File: src/rtl/decoder_pkg.sv
// Shared types and constants for the pulse-stretching 3-to-8 decoder.
package decoder_pkg;

   localparam int unsigned CNT_W = 8;

   typedef enum logic [1:0] {
      IDLE  = 2'b00,
      DRIVE = 2'b01,
      GAP   = 2'b10
   } state_e;

endpackage

File: src/rtl/onehot3to8.sv
// Purely combinational 3-bit code to 8-bit one-hot decoder.
module onehot3to8 (
   input  logic [2:0] code,
   output logic [7:0] onehot
);

   always_comb begin
      onehot       = '0;
      onehot[code] = 1'b1;
   end

endmodule

File: src/rtl/decoder3to8_pulse.sv
// Registered 3-to-8 one-hot decoder: each accepted code drives its line for
// PULSE_LEN cycles, followed by GAP_LEN all-zero cycles before the next accept.
module decoder3to8_pulse
   import decoder_pkg::*;
#(
   parameter int unsigned PULSE_LEN = 4,
   parameter int unsigned GAP_LEN   = 1
) (
   input  logic       clk,
   input  logic       rst,
   input  logic       En,
   input  logic [2:0] Din,
   input  logic       Din_valid,
   output logic       Din_ready,
   output logic [7:0] D0,
   output logic       busy,
   output logic       done,
   output logic       err
);

   localparam logic [CNT_W-1:0] PULSE_LOAD = CNT_W'(PULSE_LEN - 1);
   localparam logic [CNT_W-1:0] GAP_LOAD   = CNT_W'((GAP_LEN == 0) ? 0 : GAP_LEN - 1);

   state_e           state_q, state_d;
   logic [CNT_W-1:0] cnt_q, cnt_d;
   logic [7:0]       d0_q, d0_d;
   logic             done_q, done_d;
   logic             err_q, err_d;
   logic [7:0]       onehot;

   onehot3to8 u_onehot (
      .code   (Din),
      .onehot (onehot)
   );

   always_comb begin
      state_d = state_q;
      cnt_d   = cnt_q;
      d0_d    = d0_q;
      done_d  = 1'b0;
      err_d   = Din_valid && !En;

      if (!En) begin
         // Abort: drop the line at once and suppress done for this pulse.
         state_d = IDLE;
         d0_d    = '0;
      end else begin
         unique case (state_q)
            IDLE: begin
               if (Din_valid) begin
                  d0_d    = onehot;
                  cnt_d   = PULSE_LOAD;
                  state_d = DRIVE;
               end
            end
            DRIVE: begin
               if (cnt_q == '0) begin
                  d0_d   = '0;
                  done_d = 1'b1;
                  if (GAP_LEN > 0) begin
                     state_d = GAP;
                     cnt_d   = GAP_LOAD;
                  end else begin
                     state_d = IDLE;
                  end
               end else begin
                  cnt_d = cnt_q - 1'b1;
               end
            end
            GAP: begin
               d0_d = '0;
               if (cnt_q == '0) begin
                  state_d = IDLE;
               end else begin
                  cnt_d = cnt_q - 1'b1;
               end
            end
            default: begin
               state_d = IDLE;
               d0_d    = '0;
            end
         endcase
      end
   end

   always_ff @(posedge clk or posedge rst) begin
      if (rst) begin
         state_q <= IDLE;
         cnt_q   <= '0;
         d0_q    <= '0;
         done_q  <= 1'b0;
         err_q   <= 1'b0;
      end else begin
         state_q <= state_d;
         cnt_q   <= cnt_d;
         d0_q    <= d0_d;
         done_q  <= done_d;
         err_q   <= err_d;
      end
   end

   assign Din_ready = (state_q == IDLE) && En;
   assign busy      = (state_q != IDLE);
   assign D0        = d0_q;
   assign done      = done_q;
   assign err       = err_q;

endmodule

File: config.mk
export PLATFORM = sky130hd
export DESIGN_NAME = decoder3to8_pulse
export DESIGN_NICKNAME = d
export VERILOG_FILES = /design/src/rtl/decoder_pkg.sv /design/src/rtl/onehot3to8.sv /design/src/rtl/decoder3to8_pulse.sv
export SDC_FILE = /design/constraint.sdc
export NUM_CORES = 1
export LEC_CHECK = 0
export CAP_MARGIN = 25
export CORE_UTILIZATION = 49
export CTS_CLUSTER_DIAMETER = 50
export CTS_CLUSTER_SIZE = 40
export DETAILED_ROUTE_END_ITERATION = 10
export PLACE_DENSITY = 0.81
export SETUP_SLACK_MARGIN = 0.1
export SKIP_LAST_GASP = 1
export SYNTH_ARGS = -nofsm -noshare
export SYNTH_HDL_FRONTEND = slang
export SYNTH_SLANG_ARGS = --single-unit
File: constraint.sdc
create_clock -name clk -period 2.3 [get_ports clk]
set_input_delay 0.23 -clock clk [delete_from_list [all_inputs] [get_ports clk]]
set_output_delay 0.23 -clock clk [all_outputs]
set_load 0.03 [all_outputs]
==> impl_summary.md, run 1 <==
Outcome
The flow ran to the end, and the final reports show no timing, DRC or antenna violations.

Timing
Setup repair after global routing left no endpoint under its margin. The setup TNS is 0 ns. The setup-violating endpoint count in the final report is 0.

The ratio of final minimum period to clock period is 0.8936. For the pin with the worst max-slew slack, the measured transition is 0.7340 ns. The number of slew-limit violations in the final report came to 0. The largest clock skew in the final design is ~0.0088 ns.

The number of failing hold endpoints at the final stage was 0. The worst path meets setup with around 0.24 ns of slack. Hold is met by 0.3425 ns. Timing would allow up to just under 500 MHz. The final critical delay including setup and external delays is ~2.1 ns. The tightest slew margin relative to the limit is 0.5101.

Clock network
For this design, the sink count on the clock tree is 20. The cell sitting at the root of the clock tree is a sky130_fd_sc_hd__clkbuf_4. The number of levels in the clock H-tree is 1.

The later-pin clock latency in the skew report is just under 0.3 ns. In this run, CTS created clock tree buffers numbering 3. After clock tree synthesis, the clock-pin slew on the worst setup and hold paths is 0.12 ns. The number of buffers on the longest clock path is 2. TritonCTS built the clock tree.

Cells and area
The ratio of cells with drive above 1 in the final layout is 0.07971. The utilization of the core after routing is 0.6398. After the last flow step, the layout net total stands at roughly 150. The number of antenna diodes is 0.

Relative to the synthesized area, the layout overhead comes to 22.40%.

Pwr
Power spread over the standard cell area amounts to a little under 1000 nW/um^2. The cell internal power dissipation is about 830 uW. Of the total power, the clock network draws 0.143. Of the total power, registers draw 0.358. Of the total power, the share spent switching nets is 0.4165. The maximum VDD drop is ~0.57 mV. The static leakage power is around 0.68 nW. Summed over all nets, the switching power comes to approximately 600 uW. The power share of the combinational group is 0.499.

Drt
The routed layout has 950 vias. After detailed routing, the average wire length per cell comes to ~15 um. The starting DRC count in detailed routing is 20. In the routed layout, each cell is associated on average with a via count of ~5.7. In the routed design, unresolved DRC markers number 0.

The antenna violation net count after detailed routing is 0. The detailed-routing iteration count for the pre-antenna-repair pass is 4. The final layout contains routed wiring with a total length of roughly 2500 um.

Logic synthesis
After synthesis the netlist holds a flip-flop and latch count of 20. The synthesized design contains 0 enable-type register cells. The synthesized netlist occupies a cell area of 1167 um^2. The gate count after technology mapping is between 100 and 150.

The predominant post-synthesis flop cell is sky130_fd_sc_hd__dfrtp_1. The average size of a mapped cell is 10.06 um^2. The number of warnings printed during yosys synthesis is 0.

Counting every net in the synthesized netlist gives 130. The count of unique library cells instantiated by Yosys is 36. Counting flops with an async set or reset pin after synthesis yields a share of 1.000.

The register area share after synthesis is 0.4287.

Floorplan
The initial standard-cell utilization of the core is 0.5227. The total number of placement rows is 17. The floorplan die area is ~2600 um^2. From left edge to right edge, the die measures just over 50 um. The core box area is about 2200 um^2. The number of ports placed on the die boundary is 19. In this run the vertical extent of the chip is 50.81 um.

Global routing
The first global-routing pass estimated ~4200 um of wire. The number of antenna violations at the first check in global routing came to 0. The via count of the first global-routing pass is ~960. Entering global routing, the biggest net connects 21 pins. The global-route total usage across every layer is 0.2119.

The remaining global-route overflow is 0.

Critical path
STA classifies the critical path endpoint as a flip-flop. For flop-to-flop paths, the worst setup slack is about 0.24 ns. For the worst setup path, the data required time is between 2 and 2.5 ns.

Along the worst path, the maximum fanout reaches 9. The category of the worst setup path launch point is a flip-flop. The class of the most critical setup path is flip-flop to flip-flop. Data on the critical path arrives at its endpoint at between 2 and 2.5 ns.

Place
The detailed placement HPWL is between 1500 and 2000 um. In this run the tool buffered the top-level ports with 18 buffer cells. Timing analysis after detailed placement gives a worst setup slack of between 0.2 and 0.3 ns.

The placer's final routability congestion estimate is ~0.85.

Job
The number of max-cap violations is 0.

Hold path
The worst min-delay path class is input port to async pin.
## cell families (layout without fill, tap and decap cells)
family / Yosys count / after routing / synth area share
AND/OR/NAND/NOR: 47 / 47 / 0.2315
AO/OA/AOI/OAI: 25 / 25 / 0.1533
flip-flops: 20 / 20 / 0.4287
multiplexers: 9 / 9 / 0.08575
buffers and inverters: 8 / 30 / 0.02572
adder cells (fa/ha/maj): 7 / 7 / 0.07502
## routing by layer
layer	up-vias	track usage	wire length, um
met4	0	0.04630	0
met2	23	0.4000	1274
met1	460	0.2606	1117
met3	0	0.01786	71
met5	-	0	0
li1	467	-	-
## registers in the layout (all words and copies together) (netlist names)
signal / count
D0: 8
cnt_q: 8
done: 1
err: 1
state_q: 2
## power groups by stage
| stage | combinational, mW | clock, mW | sequential [mW] |
|---|---|---|---|
| finish | 0.709 | 0.203 | 0.509 |
| global route | 0.784 | 0.220 | 0.519 |
| CTS | 0.708 | 0.210 | 0.506 |
| detailed placement | 0.705 | 0 | 0.512 |
| global placement | 0.681 | 0 | 0.508 |
| floorplan | 0.486 | 0 | 0.525 |
## cells in the final DEF, fill, tap and decap left out, drive strengths merged, types with 2 or more instances in the layout
cell type,n
inv,6
and3,2
a21oi,2
clkbuf,4
nor2b,3
ha,7
mux2,8
clkdlybuf4s50,17
a21boi,4
buf,2
o31ai,3
o21ai,5
nor4,2
nor2,9
nand2b,7
nand2,5
dfrtp,20
or4,3
o22ai,2
a211o,2
nor3,8
a22oi,3
nor4b,2
## worst max-delay path: stages, from the launching register on
cell                       delay, ns
sky130_fd_sc_hd__dfrtp_1        0.42
sky130_fd_sc_hd__inv_1          0.10
sky130_fd_sc_hd__ha_1           0.17
sky130_fd_sc_hd__nor3b_1        0.29
sky130_fd_sc_hd__a21boi_1       0.15
sky130_fd_sc_hd__o21ai_2        0.41
sky130_fd_sc_hd__mux2_1         0.38
## metrics by stage
stage               area (um^2)  total power [mW]  instances
floorplan                  1167             1.012        116
global placement           1390             1.189        162
detailed placement         1390             1.217        162
CTS                        1426             1.423        166
global route               1429             1.522        166
finish                     1429             1.421        166
## synthesized netlist by cell type (2+ instances only)
library cell / count / area (um^2)
sky130_fd_sc_hd__a211o_1: 2 / 17.52
sky130_fd_sc_hd__a21boi_0: 3 / 22.52
sky130_fd_sc_hd__a21oi_1: 2 / 10.01
sky130_fd_sc_hd__a22oi_1: 3 / 22.52
sky130_fd_sc_hd__and3_1: 2 / 12.51
sky130_fd_sc_hd__clkbuf_1: 2 / 7.510
sky130_fd_sc_hd__dfrtp_1: 20 / 500.5
sky130_fd_sc_hd__ha_1: 7 / 87.58
sky130_fd_sc_hd__inv_1: 6 / 22.52
sky130_fd_sc_hd__mux2_1: 8 / 90.09
sky130_fd_sc_hd__nand2_1: 5 / 18.77
sky130_fd_sc_hd__nand2b_1: 7 / 43.79
sky130_fd_sc_hd__nor2_1: 9 / 33.78
sky130_fd_sc_hd__nor2b_1: 3 / 18.77
sky130_fd_sc_hd__nor3_1: 8 / 40.04
sky130_fd_sc_hd__nor4b_1: 2 / 17.52
sky130_fd_sc_hd__o21ai_0: 4 / 20.02
sky130_fd_sc_hd__o22ai_1: 2 / 12.51
sky130_fd_sc_hd__o31ai_1: 3 / 22.52
sky130_fd_sc_hd__or4_1: 2 / 15.01
## path summary, 6_finish.rpt
kind                            startpoint       end  cells past startpoint
worst max-delay path              cnt_q[0]     D0[3]                      6
worst min-delay path                   rst  cnt_q[0]                      2
worst max register to register    cnt_q[0]     D0[3]                      6
worst min register to register       D0[4]     D0[4]                      1
max in group asynchronous              rst     D0[7]                      2
min in group clk                     D0[4]     D0[4]                      1
## area by class of cell
| type | count | area, um^2 |
|---|---|---|
| sequential | 20 | 500.5 |
| multi-input combinational | 88 | 636.9 |
| fill | 183 | 804.5 |
| tap | 28 | 35.03 |
| timing repair buffer | 20 | 197.7 |
| clock buffer | 4 | 36.28 |
| inverter | 6 | 22.52 |
## timing repair
item	in CTS	in global routing
hold buffers	0	0
gates resized for setup	0	1
endpoints found under the setup margin	0	1
buffers inserted	0	0
No activity file was read; power rests on OpenSTA's default activity.
==> run 2: changes to the inputs <==
--- a/config.mk
+++ b/config.mk
@@ -10,6 +10,7 @@
 export CTS_CLUSTER_DIAMETER = 50
 export CTS_CLUSTER_SIZE = 40
 export DETAILED_ROUTE_END_ITERATION = 10
+export GPL_TIMING_DRIVEN = 0
 export PLACE_DENSITY = 0.81
 export SETUP_SLACK_MARGIN = 0.1
 export SKIP_LAST_GASP = 1
==> run 2 against run 1 <==
  * Final area shrank 0.70%
  * Count of clock-buffer cells in the layout stayed put
  * Critical endpoint is now busy
  * Largest cell class unchanged
  * Maximum frequency grew 2.7%
  * Via count increased by 1.3%
  * Non-clock buffer count is 1 lower
  * Sequential share of layout area increased by 0.25 points
  * Sequential cell count did not move
  * Power fell by 1.2%
  * First-iteration DRC count is 40% lower
  * Clock skew is 0.0069 ns lower
==> impl_summary.md, run 2 (synthesis results as in run 1) <==
Outcome
The run finished with clean final reports.

Critical path
The category of the worst setup path launch point is a flip-flop. Counting both buffers and inverters, the worst setup path holds a total of 3. The capturing element type of the critical path is an output port. The critical path goes through inv_1 > ha_1 > inv_1 > clkdlybuf4s50_1. The worst endpoint data arrival time is between 1.5 and 2 ns. The kind of cell with the highest combined delay along the critical path is buffers and inverters. In this run the number of cells on the critical path is 4. The master of the slowest instance on the critical path is sky130_fd_sc_hd__clkdlybuf4s50_1. In this run the worst path has a maximum fanout of 4. The cell count of the worst reg-to-reg path is 7. For flop-to-flop paths, the worst setup slack is 0.31 ns. The required time reported for the critical path endpoint is 2.07 ns. Among the stages of the critical path, the cell type that occurs most often is sky130_fd_sc_hd__inv_1. The class of the most critical setup path is flip-flop to output port. For this run, the slowest stage of the critical path takes around 0.66 ns.

Cells and area
The layout net count is around 150. The ratio of cells with drive above 1 in the final layout is 0.06569. Leaving out fill and tap cells, the most frequent cells in the layout are sky130_fd_sc_hd__dfrtp_1 (20), sky130_fd_sc_hd__clkdlybuf4s50_1 (16), sky130_fd_sc_hd__nor2_1 (9). Compared with the post-synthesis result, the final layout area differs by 21.54%. Leaving out fill and tap cells, the most frequent cell in the layout is sky130_fd_sc_hd__dfrtp_1. Leaving out filler cells and counting taps, the final layout contains between 150 and 200. The number of antenna diodes is 0.

Pwr
The power density over the cells is between 900 and 1000 nW/um^2. Summed over all cells, the static leakage comes to roughly 0.67 nW. The maximum VDD drop is around 0.56 mV. The post-route total power is approximately 1.4 mW.

Drt
For this run, the detailed router's first-pass iteration total came to 4. The starting DRC count in detailed routing is 12. In the routed design, unresolved DRC markers number 0. Detailed routing inserted a total of 962 vias.

After detailed routing, the average wire length per cell comes to between 10 and 15 um. The number of vias per cell is between 5 and 6. The total length of routed wires is approximately 2300 um. The antenna violation net count after detailed routing is 0.

Place
The number of placed instances, taps included, is 161. Port buffering added 17 buffers. The placer's final routability congestion estimate is 0.8679.

The detailed placement HPWL is about 1700 um.

Timing
Setup repair after global routing left no endpoint under its margin. Measured against its own limit, the worst slew margin works out to 0.5104. In the finished design, the share of the clock period the worst path needs comes to 0.8699. Subtracting the final worst setup slack from the clock period gives between 2 and 2.5 ns.

The number of slew-limit violations in the final report is 0. Derived from the worst setup path, the maximum achievable clock frequency is 499.8 MHz. For the final database, setup skew stands at 0.001928 ns. Hold is met by 0.3432 ns. The slew at the pin closest to its max-slew limit is between 0.7 and 0.8 ns. The setup TNS is 0 ns. The setup-violating endpoint count in the final report is 0. The number of failing hold endpoints at the final stage is 0.

Floorplan
The width of the die is ~51 um. The floorplan die height is slightly above 50 um. The core box area is between 2000 and 2500 um^2. The initial standard-cell utilization of the core is 0.5227.

The floorplan die area is 2582 um^2. 19 I/O pins were placed. The floorplan has 17 rows.

Clock network
In this run, CTS created clock tree buffers numbering 3. After clock tree synthesis, the clock-pin slew on the worst setup and hold paths is about 0.11 ns. The later pin in the worst-skew pair is clocked with a latency of between 0.2 and 0.3 ns. The clock root buffer master is sky130_fd_sc_hd__clkbuf_4. Counting along the longest clock path gives a buffer depth of 2. The post-CTS setup-driven buffer insertion count is 0. Clock tree synthesis found a total of 20 sinks. TritonCTS built the clock tree.

CTS built an H-tree with a depth of 1.

Global routing
The global-route total usage across every layer is 0.2006. The remaining global-route overflow is 0. The number of antenna violations at the first check in global routing is 0. Entering global routing, the biggest net connects 21 pins. The via count of the first global-routing pass is about 890.

The first global-routing pass estimated between 3000 and 4000 um of wire.

Job
Max-cap violations in this run came to 0.

Hold path
Along the worst hold path, the cell count comes to 2. The worst hold path belongs to the class input port to flip-flop.
run 2: final cells by class:
type / instances / area [um^2]
timing repair buffer: 17 / 172.7
tap: 28 / 35.03
multi-input combinational: 88 / 644.4
clock buffer: 4 / 36.28
buffer: 2 / 7.507
fill: 183 / 814.5
inverter: 6 / 22.52
sequential: 20 / 500.5
run 2: final timing paths:
path	from	endpoint
min in group asynchronous	rst	D0[2]
worst min-delay path	En	err
worst max register to register	cnt_q[0]	cnt_q[1]
worst max-delay path	state_q[0]	busy
worst min register to register	D0[5]	D0[5]
max in group asynchronous	rst	D0[4]
run 2: worst reg2reg max path, stage by stage (launching register included):
cell	delay, ns
sky130_fd_sc_hd__dfrtp_1	0.42
sky130_fd_sc_hd__inv_1	0.09
sky130_fd_sc_hd__ha_1	0.18
sky130_fd_sc_hd__nor3b_1	0.30
sky130_fd_sc_hd__and3_1	0.20
sky130_fd_sc_hd__clkbuf_1	0.30
sky130_fd_sc_hd__nor3_1	0.12
sky130_fd_sc_hd__a211o_1	0.28
run 2: repair_timing:
action	in CTS	in global routing
resized for setup	0	2
endpoints found under the setup margin	0	8
hold buffers	0	0
run 2: report_power, final:
part	switching (mW)	leakage [nW]	internal, mW	total [mW]
clock network	0.104	0.0210	0.0965	0.201
registers	0.0821	0.268	0.426	0.508
logic	0.394	0.376	0.301	0.694
run 2: metrics by stage:
step                instance area (um^2)  utilization  setup slack, ns
finish                              1419       0.6353           0.2992
global route                        1419       0.6353           0.1442
CTS                                 1409       0.6308           0.1507
detailed placement                  1373       0.6146           0.2566
global placement                    1373       0.6146           0.3141
floorplan                           1167            -           0.5173
run 2: routing by layer:
| metal | GRT usage | wire length [um] | share of wire | up-vias |
|---|---|---|---|---|
| li1 | - | - | - | 467 |
| met1 | 0.2591 | 1047 | 0.46 | 460 |
| met2 | 0.3444 | 1116 | 0.49 | 29 |
| met3 | 0.02679 | 104 | 0.045 | 6 |
| met4 | 0.06944 | 27 | 0.012 | 0 |
| met5 | 0 | 0 | 0 | - |
==> run 3: changes to the inputs <==
--- a/config.mk
+++ b/config.mk
@@ -6,12 +6,12 @@
 export NUM_CORES = 1
 export LEC_CHECK = 0
 export CAP_MARGIN = 25
-export CORE_UTILIZATION = 49
+export CORE_UTILIZATION = 51
 export CTS_CLUSTER_DIAMETER = 50
 export CTS_CLUSTER_SIZE = 40
 export DETAILED_ROUTE_END_ITERATION = 10
 export GPL_TIMING_DRIVEN = 0
-export PLACE_DENSITY = 0.81
+export PLACE_DENSITY = 0.84
 export SETUP_SLACK_MARGIN = 0.1
 export SKIP_LAST_GASP = 1
 export SYNTH_ARGS = -nofsm -noshare
==> run 3 against run 2 <==
  * Maximum frequency decreased by 3.1%
  * Non-clock buffer count stayed put
  * Sequential share of layout area barely moved
  * Clock power is 2% higher
  * First-iteration DRC count up 100%
  * Sequential cell count stayed put
  * Largest power group unchanged
==> impl_summary.md, run 3 (synthesis results as in run 1) <==
Timing
The largest clock skew in the final design is about 0.017 ns. The number of slew-limit violations in the final report was 0. Setup repair after global routing left no endpoint under its margin. Setup violations remaining at the end of the flow were counted as 0. The achievable clock frequency is roughly 480 MHz.

At the pin with the least slew margin, the transition time is 0.7232 ns. For the final routed database, the setup TNS stands at 0 ns. The number of failing hold endpoints at the final stage is 0. The worst pin sits at a relative slew slack of 0.5173. Subtracting the final worst setup slack from the clock period gives approximately 2.1 ns.

In the finished design, the share of the clock period the worst path needs comes to 0.8974.

Critical path
Counting cells, the worst reg-to-reg path comes to 6. Along the worst path, the maximum fanout reaches 9. The endpoint of the worst register-to-register path is D0[1]. The class of the most critical setup path is flip-flop to flip-flop. The category of the worst setup path launch point is a flip-flop. The startpoint identified for the worst register-to-register timing path is cnt_q[0].

Data on the critical path is required at its endpoint by approximately 2.5 ns. The worst setup slack for register-to-register paths is 0.24 ns. STA classifies the critical path endpoint as a flip-flop.

The worst endpoint data arrival time is approximately 2.3 ns.

Global routing
The largest net degree at the start of global routing is 21. The wire length of the first global-routing pass is around 4400 um. For this run the aggregate overflow at the end of global routing stands at 0. The via count of the first global-routing pass is 949.

The number of antenna violations at the first check in global routing is 0. The global-route total usage across every layer is 0.2356.

Clock network
Buffers added to address setup during post-CTS repair amount to 0. The TritonCTS clock tree is yes. The number of levels in the clock H-tree is 1. The CTS clock-pin slew for the worst setup and hold paths is approximately 0.12 ns.

The number of buffers created by CTS is 3. The number of buffers on the longest clock path is 2. The clock reaches the later pin of the worst-skew pair after a little over 0.3 ns. The tree built by TritonCTS fans out to 20 sinks.

The clock root buffer master is sky130_fd_sc_hd__clkbuf_4.

Pwr
The worst-case IR drop observed on VDD is approximately 0.54 mV. The post-route total power is ~1.4 mW. The static leakage power is 0.6589 nW. For this design the ratio of total power to cell area is roughly 1000 nW/um^2.

Place
The placer's final routability congestion estimate is slightly below 0.9. During placement, the flow inserted port buffers numbering 17. The detailed placement HPWL is between 1500 and 2000 um.

Job
The number of max-cap violations is 0.

Drt
Using the TritonRoute via totals, the vias-per-cell ratio works out to 5.780. Across all layers, the routed design uses 948 vias. The starting DRC count in detailed routing is 24. In the routed design, unresolved DRC markers number 0. Wires add up to approximately 2400 um.

The antenna violation net count after detailed routing is 0. In the final routed layout, each cell accounts on average for between 10 and 15 um. For this run, the detailed router's first-pass iteration total came to 4.

Cells and area
Counting the fill cells in the layout gives between 150 and 200. In the final design database the tool counted between 150 and 200 nets. Compared with the post-synthesis result, the final layout area differs by 21.65%. Of the cells placed in the final design, the portion with a size suffix greater than 1 is 0.07299. The number of antenna diodes in the final layout is 0. In the layout the commonest cells are sky130_fd_sc_hd__dfrtp_1 (20), sky130_fd_sc_hd__clkdlybuf4s50_1 (16), sky130_fd_sc_hd__nor2_1 (9). The area used by multi-input combinational logic is roughly 650 um^2. The sequential cells in the finished layout cover a total of ~500 um^2. The most common cell after layout, fill and taps aside is sky130_fd_sc_hd__dfrtp_1. The utilization of the core after routing is 0.6887.

Floorplan
The width of the die is 49.85 um. The initial standard-cell utilization of the core is 0.5661. The die covers between 2000 and 2500 um^2. For this design the top-level I/O count stands at 19. The core box area is 2062 um^2. The floorplan has 16 rows.

The floorplan die height is between 40 and 50 um.

Hold path
For hold timing, the worst endpoint is err. The cell depth of the worst hold path is 2. In this run the most critical hold path is launched from En. The worst min-delay path class is input port to flip-flop.

Outcome
The run finished with clean final reports.
==> run 3: changes by cell type in the layout (fill, tap and decap cells not counted) <==
| cell | before | now |
|---|---|---|
| sky130_fd_sc_hd__dlygate4sd2_1 | 0 | 1 |
| sky130_fd_sc_hd__dlymetal6s2s_1 | 1 | 0 |
| sky130_fd_sc_hd__o22ai_1 | 2 | 1 |
| sky130_fd_sc_hd__o22ai_2 | 0 | 1 |
==> run 3: critical path: stages, from the launching register on <==
cell and delay [ns]:
sky130_fd_sc_hd__dfrtp_1 0.43, sky130_fd_sc_hd__inv_1 0.09, sky130_fd_sc_hd__ha_1 0.17, sky130_fd_sc_hd__nor3b_1 0.35, sky130_fd_sc_hd__a21boi_1 0.21, sky130_fd_sc_hd__o21ai_4 0.32
sky130_fd_sc_hd__mux2_1 0.37
==> run 3: cell type report <==
| type | instances | share of cell area |
|---|---|---|
| buffer | 2 | 0.005286 |
| inverter | 6 | 0.01586 |
| sequential | 20 | 0.3524 |
| multi-input combinational | 88 | 0.4582 |
| tap | 27 | 0.02379 |
| timing repair buffer | 17 | 0.1189 |
| clock buffer | 4 | 0.02555 |
==> run 3: how the worst max path moves through the flow <==
stage / end / slack [ns] / cells after the start / startpoint
floorplan: D0[0] / 0.52 / 6 / cnt_q[0]
global placement: D0[7] / 0.32 / 6 / cnt_q[0]
detailed placement: D0[6] / 0.23 / 6 / cnt_q[0]
CTS: D0[1] / 0.19 / 6 / cnt_q[0]
global route: cnt_q[0] / 0.10 / 7 / cnt_q[0]
finish: D0[1] / 0.24 / 6 / cnt_q[0]
==> run 3: report_power, final <==
| group | total, mW | internal, mW | switching (mW) |
|---|---|---|---|
| registers | 0.510 | 0.426 | 0.0832 |
| logic | 0.727 | 0.306 | 0.421 |
| clock network | 0.206 | 0.0967 | 0.110 |
==> run 3: stage by stage <==
stage | worst slack, ns | cells | cell area (um^2) | hold WS, ns
2_1_floorplan | 0.5173 | 116 | 1167 | 0.1938
3_3_place_gp | 0.3206 | 160 | 1371 | 0.4681
3_5_place_dp | 0.2299 | 160 | 1371 | 0.4761
4_1_cts | 0.1877 | 164 | 1406 | 0.2617
5_1_grt | 0.1008 | 164 | 1420 | 0.3198
6_report | 0.2359 | 164 | 1420 | 0.2864
==> run 3: per-layer routing <==
metal  wire, um  vias to the layer above  track usage  part of all wire
li1           -                      467            -                 -
met1       1118                      439       0.2972              0.46
met2       1162                       35       0.3784              0.48
met3        112                        7      0.04630             0.046
met4         52                        0       0.1238             0.021
met5          0                        -            0                 0
==> run 3: repair_timing <==
item / CTS / global route
gates resized for setup: 1 / 2
hold buffers: 0 / 0
cloned: 0 / 0
setup endpoints to repair: 1 / 9
